File: config.mk
export PLATFORM = sky130hd
export DESIGN_NAME = uart_rx_os16
export DESIGN_NICKNAME = d
export VERILOG_FILES = /design/src/rtl/uart_pkg.sv /design/src/rtl/uart_rx_buf.sv /design/src/rtl/uart_rx_os16.sv
export SDC_FILE = /design/constraint.sdc
export NUM_CORES = 1
export LEC_CHECK = 0
export CAP_MARGIN = 5
export CORE_UTILIZATION = 36
export CTS_BUF_LIST = sky130_fd_sc_hd__clkbuf_8
export DETAILED_ROUTE_END_ITERATION = 16
export PLACE_DENSITY_LB_ADDON = 0.15
export REMOVE_ABC_BUFFERS = 1
export SKIP_CTS_REPAIR_TIMING = 1
export SYNTH_ARGS = -nofsm -noshare
export SYNTH_HDL_FRONTEND = slang
export SYNTH_HIERARCHICAL = 1
export SYNTH_SLANG_ARGS = --single-unit
File: constraint.sdc
create_clock -name clock -period 3.34 [get_ports clock]
set_input_delay 0.835 -clock clock [delete_from_list [all_inputs] [get_ports clock]]
set_output_delay 0.835 -clock clock [all_outputs]
set_load 0.02 [all_outputs]
File: src/rtl/uart_pkg.sv
// Shared constants and FSM state encoding for the 16x oversampled UART receiver.
package uart_pkg;

    localparam int DATA_W      = 8;
    localparam int OVERSAMPLE  = 16;
    localparam int SAMPLE_TICK = 7;
    localparam int TICK_W      = $clog2(OVERSAMPLE);
    localparam int IDX_W       = $clog2(DATA_W);

    typedef enum logic [2:0] {
        IDLE,
        START,
        DATA,
        STOP,
        BREAK
    } rx_state_t;

    function automatic logic majority3(input logic a, input logic b, input logic c);
        return (a & b) | (a & c) | (b & c);
    endfunction

endpackage

File: src/rtl/uart_rx_buf.sv
// First-word-fall-through receive FIFO with (ORDER+1)-bit wrap pointers.
// The head reads as zero while empty, so the byte output is clean during and after reset.
module uart_rx_buf
    import uart_pkg::*;
#(
    parameter int ORDER = 4
) (
    input  logic              clock,
    input  logic              reset_n,
    input  logic              push,
    input  logic [DATA_W-1:0] push_data,
    input  logic              pop,
    output logic [DATA_W-1:0] head,
    output logic              empty,
    output logic [ORDER:0]    count,
    output logic              drop
);
    localparam int DEPTH = 2 ** ORDER;

    logic [DATA_W-1:0] mem [DEPTH];
    logic [ORDER:0]    wr_ptr_reg;
    logic [ORDER:0]    rd_ptr_reg;
    logic              full;
    logic              do_pop;
    logic              do_push;

    assign empty = (wr_ptr_reg == rd_ptr_reg);
    assign full  = (wr_ptr_reg[ORDER] != rd_ptr_reg[ORDER]) &&
                   (wr_ptr_reg[ORDER-1:0] == rd_ptr_reg[ORDER-1:0]);
    assign count = wr_ptr_reg - rd_ptr_reg;

    // A pop in the same cycle frees the slot, so a push into a full FIFO still lands.
    assign do_pop  = pop & ~empty;
    assign do_push = push & (~full | do_pop);
    assign drop    = push & ~do_push;

    always_ff @(posedge clock) begin
        if (do_push) begin
            mem[wr_ptr_reg[ORDER-1:0]] <= push_data;
        end
    end

    always_ff @(posedge clock or negedge reset_n) begin
        if (!reset_n) begin
            wr_ptr_reg <= '0;
            rd_ptr_reg <= '0;
        end else begin
            if (do_push) begin
                wr_ptr_reg <= wr_ptr_reg + 1'b1;
            end
            if (do_pop) begin
                rd_ptr_reg <= rd_ptr_reg + 1'b1;
            end
        end
    end

    assign head = empty ? '0 : mem[rd_ptr_reg[ORDER-1:0]];

endmodule

File: src/rtl/uart_rx_os16.sv
// 8N1 UART receiver, 16x oversampled, feeding a FWFT receive FIFO with rts flow control.
// Define UART_RX_MAJORITY_EN for 2-of-3 majority sampling at ticks 6/7/8 (decision at tick 8).
module uart_rx_os16
    import uart_pkg::*;
#(
    parameter int FIFO_ORDER = 4,
    parameter int RTS_SLACK  = 2
) (
    input  logic              clock,
    input  logic              reset_n,
    input  logic              rx,
    output logic [DATA_W-1:0] out,
    input  logic              get,
    output logic              empty,
    output logic              rts,
    output logic              frame_err,
    output logic              overrun
);
    localparam logic [FIFO_ORDER:0] RTS_LEVEL = (FIFO_ORDER + 1)'(2 ** FIFO_ORDER - RTS_SLACK);
    localparam logic [IDX_W-1:0]    LAST_IDX  = IDX_W'(DATA_W - 1);

    logic                sync1_reg;
    logic                sync2_reg;
    logic                rx_prev_reg;
    logic                rx_s;
    rx_state_t           state_reg;
    rx_state_t           state_next;
    logic [TICK_W-1:0]   tick_reg;
    logic [TICK_W-1:0]   tick_next;
    logic [IDX_W-1:0]    idx_reg;
    logic [IDX_W-1:0]    idx_next;
    logic [DATA_W-1:0]   shift_reg;
    logic [DATA_W-1:0]   shift_next;
    logic                push;
    logic                frame_err_next;
    logic                frame_err_reg;
    logic                overrun_reg;
    logic                rts_reg;
    logic                sample;
    logic                at_sample;
    logic                drop;
    logic [FIFO_ORDER:0] count;

    always_ff @(posedge clock or negedge reset_n) begin
        if (!reset_n) begin
            sync1_reg   <= 1'b1;
            sync2_reg   <= 1'b1;
            rx_prev_reg <= 1'b1;
        end else begin
            sync1_reg   <= rx;
            sync2_reg   <= sync1_reg;
            rx_prev_reg <= sync2_reg;
        end
    end

    assign rx_s = sync2_reg;

`ifdef UART_RX_MAJORITY_EN
    localparam logic [TICK_W-1:0] DECIDE_TICK = TICK_W'(SAMPLE_TICK + 1);

    logic s6_reg;
    logic s7_reg;

    always_ff @(posedge clock or negedge reset_n) begin
        if (!reset_n) begin
            s6_reg <= 1'b1;
            s7_reg <= 1'b1;
        end else begin
            if (tick_reg == TICK_W'(SAMPLE_TICK - 1)) begin
                s6_reg <= rx_s;
            end
            if (tick_reg == TICK_W'(SAMPLE_TICK)) begin
                s7_reg <= rx_s;
            end
        end
    end

    assign sample = majority3(s6_reg, s7_reg, rx_s);
`else
    localparam logic [TICK_W-1:0] DECIDE_TICK = TICK_W'(SAMPLE_TICK);

    assign sample = rx_s;
`endif

    assign at_sample = (tick_reg == DECIDE_TICK);

    always_ff @(posedge clock or negedge reset_n) begin
        if (!reset_n) begin
            state_reg     <= IDLE;
            tick_reg      <= '0;
            idx_reg       <= '0;
            shift_reg     <= '0;
            frame_err_reg <= 1'b0;
            overrun_reg   <= 1'b0;
            rts_reg       <= 1'b0;
        end else begin
            state_reg     <= state_next;
            tick_reg      <= tick_next;
            idx_reg       <= idx_next;
            shift_reg     <= shift_next;
            frame_err_reg <= frame_err_next;
            overrun_reg   <= drop;
            rts_reg       <= (count >= RTS_LEVEL);
        end
    end

    // The edge-detect cycle counts as tick 0; the counter then free-runs mod 16,
    // so every later sample point lands exactly one bit period after the previous one.
    always_comb begin
        state_next     = state_reg;
        tick_next      = tick_reg + 1'b1;
        idx_next       = idx_reg;
        shift_next     = shift_reg;
        push           = 1'b0;
        frame_err_next = 1'b0;
        case (state_reg)
            IDLE: begin
                tick_next = '0;
                if (rx_prev_reg && !rx_s) begin
                    state_next = START;
                    tick_next  = TICK_W'(1);
                end
            end
            START: begin
                if (at_sample) begin
                    if (sample) begin
                        state_next = IDLE;
                        tick_next  = '0;
                    end else begin
                        state_next = DATA;
                        idx_next   = '0;
                    end
                end
            end
            DATA: begin
                if (at_sample) begin
                    shift_next[idx_reg] = sample;
                    if (idx_reg == LAST_IDX) begin
                        state_next = STOP;
                    end else begin
                        idx_next = idx_reg + 1'b1;
                    end
                end
            end
            STOP: begin
                if (at_sample) begin
                    tick_next = '0;
                    if (sample) begin
                        push       = 1'b1;
                        state_next = IDLE;
                    end else begin
                        frame_err_next = 1'b1;
                        state_next     = BREAK;
                    end
                end
            end
            BREAK: begin
                tick_next = '0;
                if (rx_s) begin
                    state_next = IDLE;
                end
            end
            default: begin
                state_next = IDLE;
                tick_next  = '0;
            end
        endcase
    end

    uart_rx_buf #(
        .ORDER(FIFO_ORDER)
    ) u_buf (
        .clock    (clock),
        .reset_n  (reset_n),
        .push     (push),
        .push_data(shift_reg),
        .pop      (get),
        .head     (out),
        .empty    (empty),
        .count    (count),
        .drop     (drop)
    );

    assign frame_err = frame_err_reg;
    assign overrun   = overrun_reg;
    assign rts       = rts_reg;

endmodule
==> key figures, run 1 <==
Layout
  – Ant. Diodes: 0
  – P&R area growth vs syn: 13.9%
  – Fraction of layout cells with a size suffix above 1: 22.6%
  – Number of flip-flops in the largest register: between 100 and 150
  – Nets: ~440
  – Multi-input gate area: 0.00205 mm²
  – Storage cell area: 0.00470 mm²
  – # fillers: 1,671
  – Non-Filler Instances: approximately 670
  – Design area: between 0.007 and 0.008 mm²

CTS
  – CTS tree: yes
  – Clock transition at path regs: 0.09 ns
  – CTS sink cnt: 162
  – Num CTS Buffers: 17
  – Worst-Skew Late Latency: about 0.46 ns
  – Root buf cell: clkbuf_8
  – CTS HTree Levels: 4
  – Longest Clk Path Bufs: 2

Yosys
  – Post-Syn Area per Cell: about 18 µm²
  – Yosys warning total: 6
  – Gate Count Post-Synth: 380
  – Synthesized area: 0.00688 mm²

Setup path
  – CP cell instances: buf_12 > buf_12 > mux4_1 > a221o_1 > dlymetal6s2s_1
  – Critical Path Sink Type: primary output
  – Reg2Reg Depth: 7
  – Levels on crit path: 5
  – Critical path's largest stage delay: 0.58 ns
  – Crit-path leading delay family: buffers and inverters
  – Crit path DAT: 2.46 ns
  – Buffers & Inverters on Critical Path: 3
  – Worst-path fanout max: 21
  – Startpoint types: flip-flop
  – Critical path required time: 2.50 ns
  – Setup CP Type: flip-flop to primary output
  – Critical Path Most Common Cell: buf_12
  – Slowest-stage cell, CP: mux4_1

GRT
  – First-pass GRT wire length: 22.3 mm
  – Initial antenna violation count: 0
  – Largest net degree at the start of global routing: 35
  – M1 GR Usage: 21.7%
  – Met3 GRT Util: 3.49%
  – GRT busiest layer: met2
  – Global route overflow: 0
  – Vias in the first global route: 3,684
  – GRT Overall Usage: ~16%
  – M2 GR Usage: 24.6%

Power
  – P_leak: 2.85 nW
  – Int Power: 3.92 mW
  – Clk pwr share: about a quarter
  – PnR Total Power: 5.85 mW
  – Switching Fraction: 33.1%
  – Combinational Power Share: 35.7%
  – Pwr Density: 746 mW/mm²
  – Seq pwr share: 40.7%
  – Switch Pwr: 1.94 mW
  – Peak supply drop: 0.271 mV

Timing
  – Worst slew pin tran: 0.958 ns
  – Hold Fails Final Rpt: 0
  – Slew Limit Headroom: 35.9%
  – Setup_tns: 0 ns
  – Fmax: 303 MHz
  – RSZ-0062 raised after global routing: true
  – Period minus WS final: 3.30 ns
  – Clk_skew: 0.0183 ns
  – Final period util: 98.7%
  – Slew Limit Fails: 0
  – Final count of negative-setup-slack endpoints: 0

Placed design
  – DP Area: ~0.0074 mm²
  – Port buffer count: 15
  – Routability cong.: 0.765
  – Estimated wirelength of the detail-placed design: 9.00 mm
  – DP Cell Count: 631

Floorplan
  – Initial Utilization: 36.8%
  – Die area: 0.0197 mm²
  – # IOs: 16
  – Core Box Area: 0.0187 mm²
  – Number of core rows: 50
  – Die height: 140 µm
  – Die Width: 140 µm

Route
  – Vias/cell: 5.16
  – # DRC: 0
  – Routed wire per std cell: 20.9 µm
  – DRT iter0 DRCs: 157
  – Detailed Route WL: 13.9 mm
  – First drt pass iteration count: 4
  – Via count: 3,442
  – Routed Antenna Nets: 0

Hold path
  – WHS Path Cells: 0
  – Worst Hold Class: flip-flop to flip-flop

Status
  – Status: finished clean

Job
  – Max Cap Viol: 0
per-stage QoR:
stage	util, %	worst slack, ns	hold WS, ns
after floorplan	-	-0.321	0.345
after global routing	41.9	-0.0572	0.369
final	41.9	0.0444	0.362
after detailed placement	39.5	0.0424	0.350
after global placement	39.5	0.0952	0.346
after CTS	41.5	-0.478	0.363
final timing paths:
check	slack (ns)	end	start
min in group asynchronous	0.45	tick_reg[2]	reset_n
min	0.36	rx_s	sync1_reg
max reg2reg	0.57	u_buf/mem[9][6]	tick_reg[0]
min reg2reg	0.36	rx_s	sync1_reg
max	0.04	out[5]	u_buf/rd_ptr_reg[0]
max in group asynchronous	2.32	u_buf/rd_ptr_reg[0]	reset_n
layout make-up:
type                    instances  share of cell area (%)
clock inverters                15                    1.90
flip-flops and latches        162                    59.9
clock buffers                  17                    2.98
repair buffers                 37                    4.83
multi-input cells             192                    26.2
well taps                     234                    3.73
inverters                      10                   0.479
cells in the final DEF, fill, tap and decap left out, types with 3 or more instances in the layout:
cell and instances:
a21o_1 3, a21oi_1 7, a221o_1 7, and2_1 12
and3_1 3, buf_12 4, buf_4 17, clkbuf_8 17
clkdlybuf4s50_1 5, clkinv_4 4, dfrtp_1 30, dfstp_2 3
dlymetal6s2s_1 8, edfxtp_1 128, ha_1 12, inv_1 8
inv_6 5, mux2_1 5, mux2_2 4, mux2i_1 9
mux2i_2 4, mux4_1 16, mux4_2 14, nand2_1 7
nand3_1 13, nand4_1 6, nor2_1 8, nor3_1 9
nor3b_1 6, nor4_1 5, o21ai_1 3, xnor2_1 10
xor2_1 3
power groups by stage:
| stage | logic, mW | clock network [mW] | registers, mW |
|---|---|---|---|
| 6_report | 2.09 | 1.38 | 2.39 |
| 5_1_grt | 2.27 | 1.51 | 2.41 |
| 4_1_cts | 2.06 | 1.42 | 2.39 |
| 3_5_place_dp | 2.05 | 0 | 2.43 |
| 3_3_place_gp | 2.05 | 0 | 2.43 |
| 2_1_floorplan | 1.09 | 0 | 2.56 |
routing by layer:
metal,part of all wire (%),vias to the layer above
met5,0,-
met4,1.2,0
met2,48,57
met1,48,1764
met3,3.0,10
li1,-,1611
Power figures use the tool's default switching activity.
==> inputs of run 2 (changes only) <==
- CAP_MARGIN: 5 -> 25
- TNS_END_PERCENT: not set -> 1
==> run 2 against run 1 <==
Against the previous run:
- first-iteration DRC count increased by 7.0%
- critical path depth stayed put
- non-clock buffer count shrank 3
- setup slack lost 0.0087 ns
- largest power group unchanged
- maximum frequency fell by 0.26%
- via count increased by 0.46%
- critical path type unchanged
- critical endpoint unchanged
- cell count fell by 0.45%
==> key figures, run 2 (same netlist as run 1, synthesis figures left out) <==
Power
  – Pwr Density: 744 mW/mm²
  – Clk pwr share: a little under a quarter
  – Combinational Power Share: 35.4%
  – Peak supply drop: 0.270 mV
  – Int Power: 3.89 mW
  – Switch Pwr: 1.93 mW
  – P_leak: between 2 and 3 nW
  – Switching Fraction: 33.2%
  – Seq pwr share: 41.0%

GRT
  – Vias in the first global route: 3,684
  – First-pass GRT wire length: around 22 mm
  – Global route overflow: 0
  – GRT Overall Usage: ~16%
  – Largest net degree at the start of global routing: 35
  – Initial antenna violation count: 0

Route
  – # DRC: 0
  – First drt pass iteration count: 4
  – Routed wire per std cell: 21.1 µm
  – Detailed Route WL: approximately 14 mm
  – DRT iter0 DRCs: 168
  – Routed Antenna Nets: 0
  – Vias/cell: approximately 5.2
  – Via count: 3,458

Placed design
  – Estimated wirelength of the detail-placed design: 9.00 mm
  – Routability cong.: 0.765
  – Port buffer count: 15
  – DP Cell Count: between 600 and 700

Layout
  – Number of flip-flops in the largest register: 128
  – Final Util: between 40% and 50%
  – Non-Filler Instances: 664
  – Ant. Diodes: 0
  – Most frequent cells in the layout: 128 x edfxtp_1, 30 x dfrtp_1, 17 x clkbuf_8, 17 x mux4_1, 14 x buf_4
  – P&R area growth vs syn: 13.6%
  – Nets: roughly 430
  – Fraction of layout cells with a size suffix above 1: 21.6%
  – Most common cell after layout, fill and taps aside: edfxtp_1

Floorplan
  – # IOs: 16
  – Core Box Area: approximately 0.019 mm²
  – Initial Utilization: 36.8%
  – Die Width: 140 µm
  – Number of core rows: 50
  – Die area: 0.0197 mm²
  – Die height: 140 µm

CTS
  – Longest Clk Path Bufs: 2
  – Num CTS Buffers: 17
  – Worst-Skew Late Latency: 0.46 ns
  – Root buf cell: clkbuf_8
  – CTS tree: yes
  – CTS sink cnt: 162
  – Clock transition at path regs: 0.09 ns
  – CTS HTree Levels: 4

Hold path
  – WHS Path Cells: 0
  – Worst Hold Path EP: rx_s
  – Worst Hold Class: flip-flop to flip-flop
  – Hold Startpoint: sync1_reg

Timing
  – Final period util: 98.9%
  – Clk_skew: 0.0184 ns
  – Setup_tns: 0 ns
  – Slew Limit Headroom: 36.5%
  – RSZ-0062 raised after global routing: true
  – Hold Fails Final Rpt: 0
  – Fmax: 303 MHz
  – Worst slew pin tran: between 0.9 and 1 ns
  – Period minus WS final: 3.30 ns
  – Slew Limit Fails: 0
  – Final count of negative-setup-slack endpoints: 0

Setup path
  – FF-to-FF End: u_buf/mem[9][5]
  – Worst-path fanout max: 21
  – Critical Path Sink Type: primary output
  – R2R Setup Slk: 0.55 ns
  – Crit path DAT: 2.47 ns
  – Setup CP Type: flip-flop to primary output
  – Reg-to-Reg Start: tick_reg[0]
  – Reg2Reg Depth: 7
  – Startpoint types: flip-flop
  – Critical path required time: 2.50 ns

Status
  – Status: finished clean

Job
  – Max Cap Viol: 0
-- run 2: cell types whose count changed in the layout (fill, tap and decap cells not counted) --
cell    delta
buf_4      -3
and4_1     +1
and4_4     -1
mux4_1     +1
mux4_2     -1
-- run 2: how the worst max path moves through the flow --
stage,from,to,cells after the start
floorplan,u_buf/rd_ptr_reg[0],out[0],6
global placement,u_buf/rd_ptr_reg[0],out[5],7
detailed placement,u_buf/rd_ptr_reg[0],out[5],7
CTS,u_buf/rd_ptr_reg[0],out[5],7
global route,u_buf/rd_ptr_reg[0],out[5],5
finish,u_buf/rd_ptr_reg[0],out[5],5
-- run 2: metrics by stage --
step | hold WS, ns | setup slack (ns) | cell area, µm² | power (mW)
finish | 0.362 | 0.0358 | 7820 | 5.82
CTS | 0.363 | -0.478 | 7770 | 5.87
global route | 0.369 | -0.0710 | 7820 | 6.15
detailed placement | 0.350 | 0.0424 | 7380 | 4.48
global placement | 0.346 | 0.0952 | 7380 | 4.48
floorplan | 0.345 | -0.321 | 6770 | 3.66
-- run 2: worst max-delay path, stage by stage (launching register included) --
cell and delay, ns:
dfrtp_2 0.39, buf_12 0.19, buf_12 0.22, mux4_1 0.58, a221o_1 0.40, dlymetal6s2s_1 0.22
-- run 2: power by group through the flow --
stage | clock network, mW | logic (mW) | registers, mW
6_report | 1.38 | 2.06 | 2.39
5_1_grt | 1.51 | 2.23 | 2.41
4_1_cts | 1.42 | 2.06 | 2.39
3_5_place_dp | 0 | 2.05 | 2.43
3_3_place_gp | 0 | 2.05 | 2.43
2_1_floorplan | 0 | 1.09 | 2.56
-- run 2: metal layers --
layer | up-vias | part of all wire [%] | GRT usage (%)
met2 | 78 | 48 | 24.6
li1 | 1605 | - | -
met4 | 0 | 1.2 | 5.55
met1 | 1766 | 47 | 21.7
met3 | 9 | 3.9 | 3.49
met5 | - | 0 | 0
-- run 2: cell type report --
class	instances	area, µm²
well taps	234	293
flip-flops and latches	162	4700
multi-input cells	192	2050
fillers	1672	10900
repair buffers	34	357
clock buffers	17	234
inverters	10	37.5
clock inverters	15	149
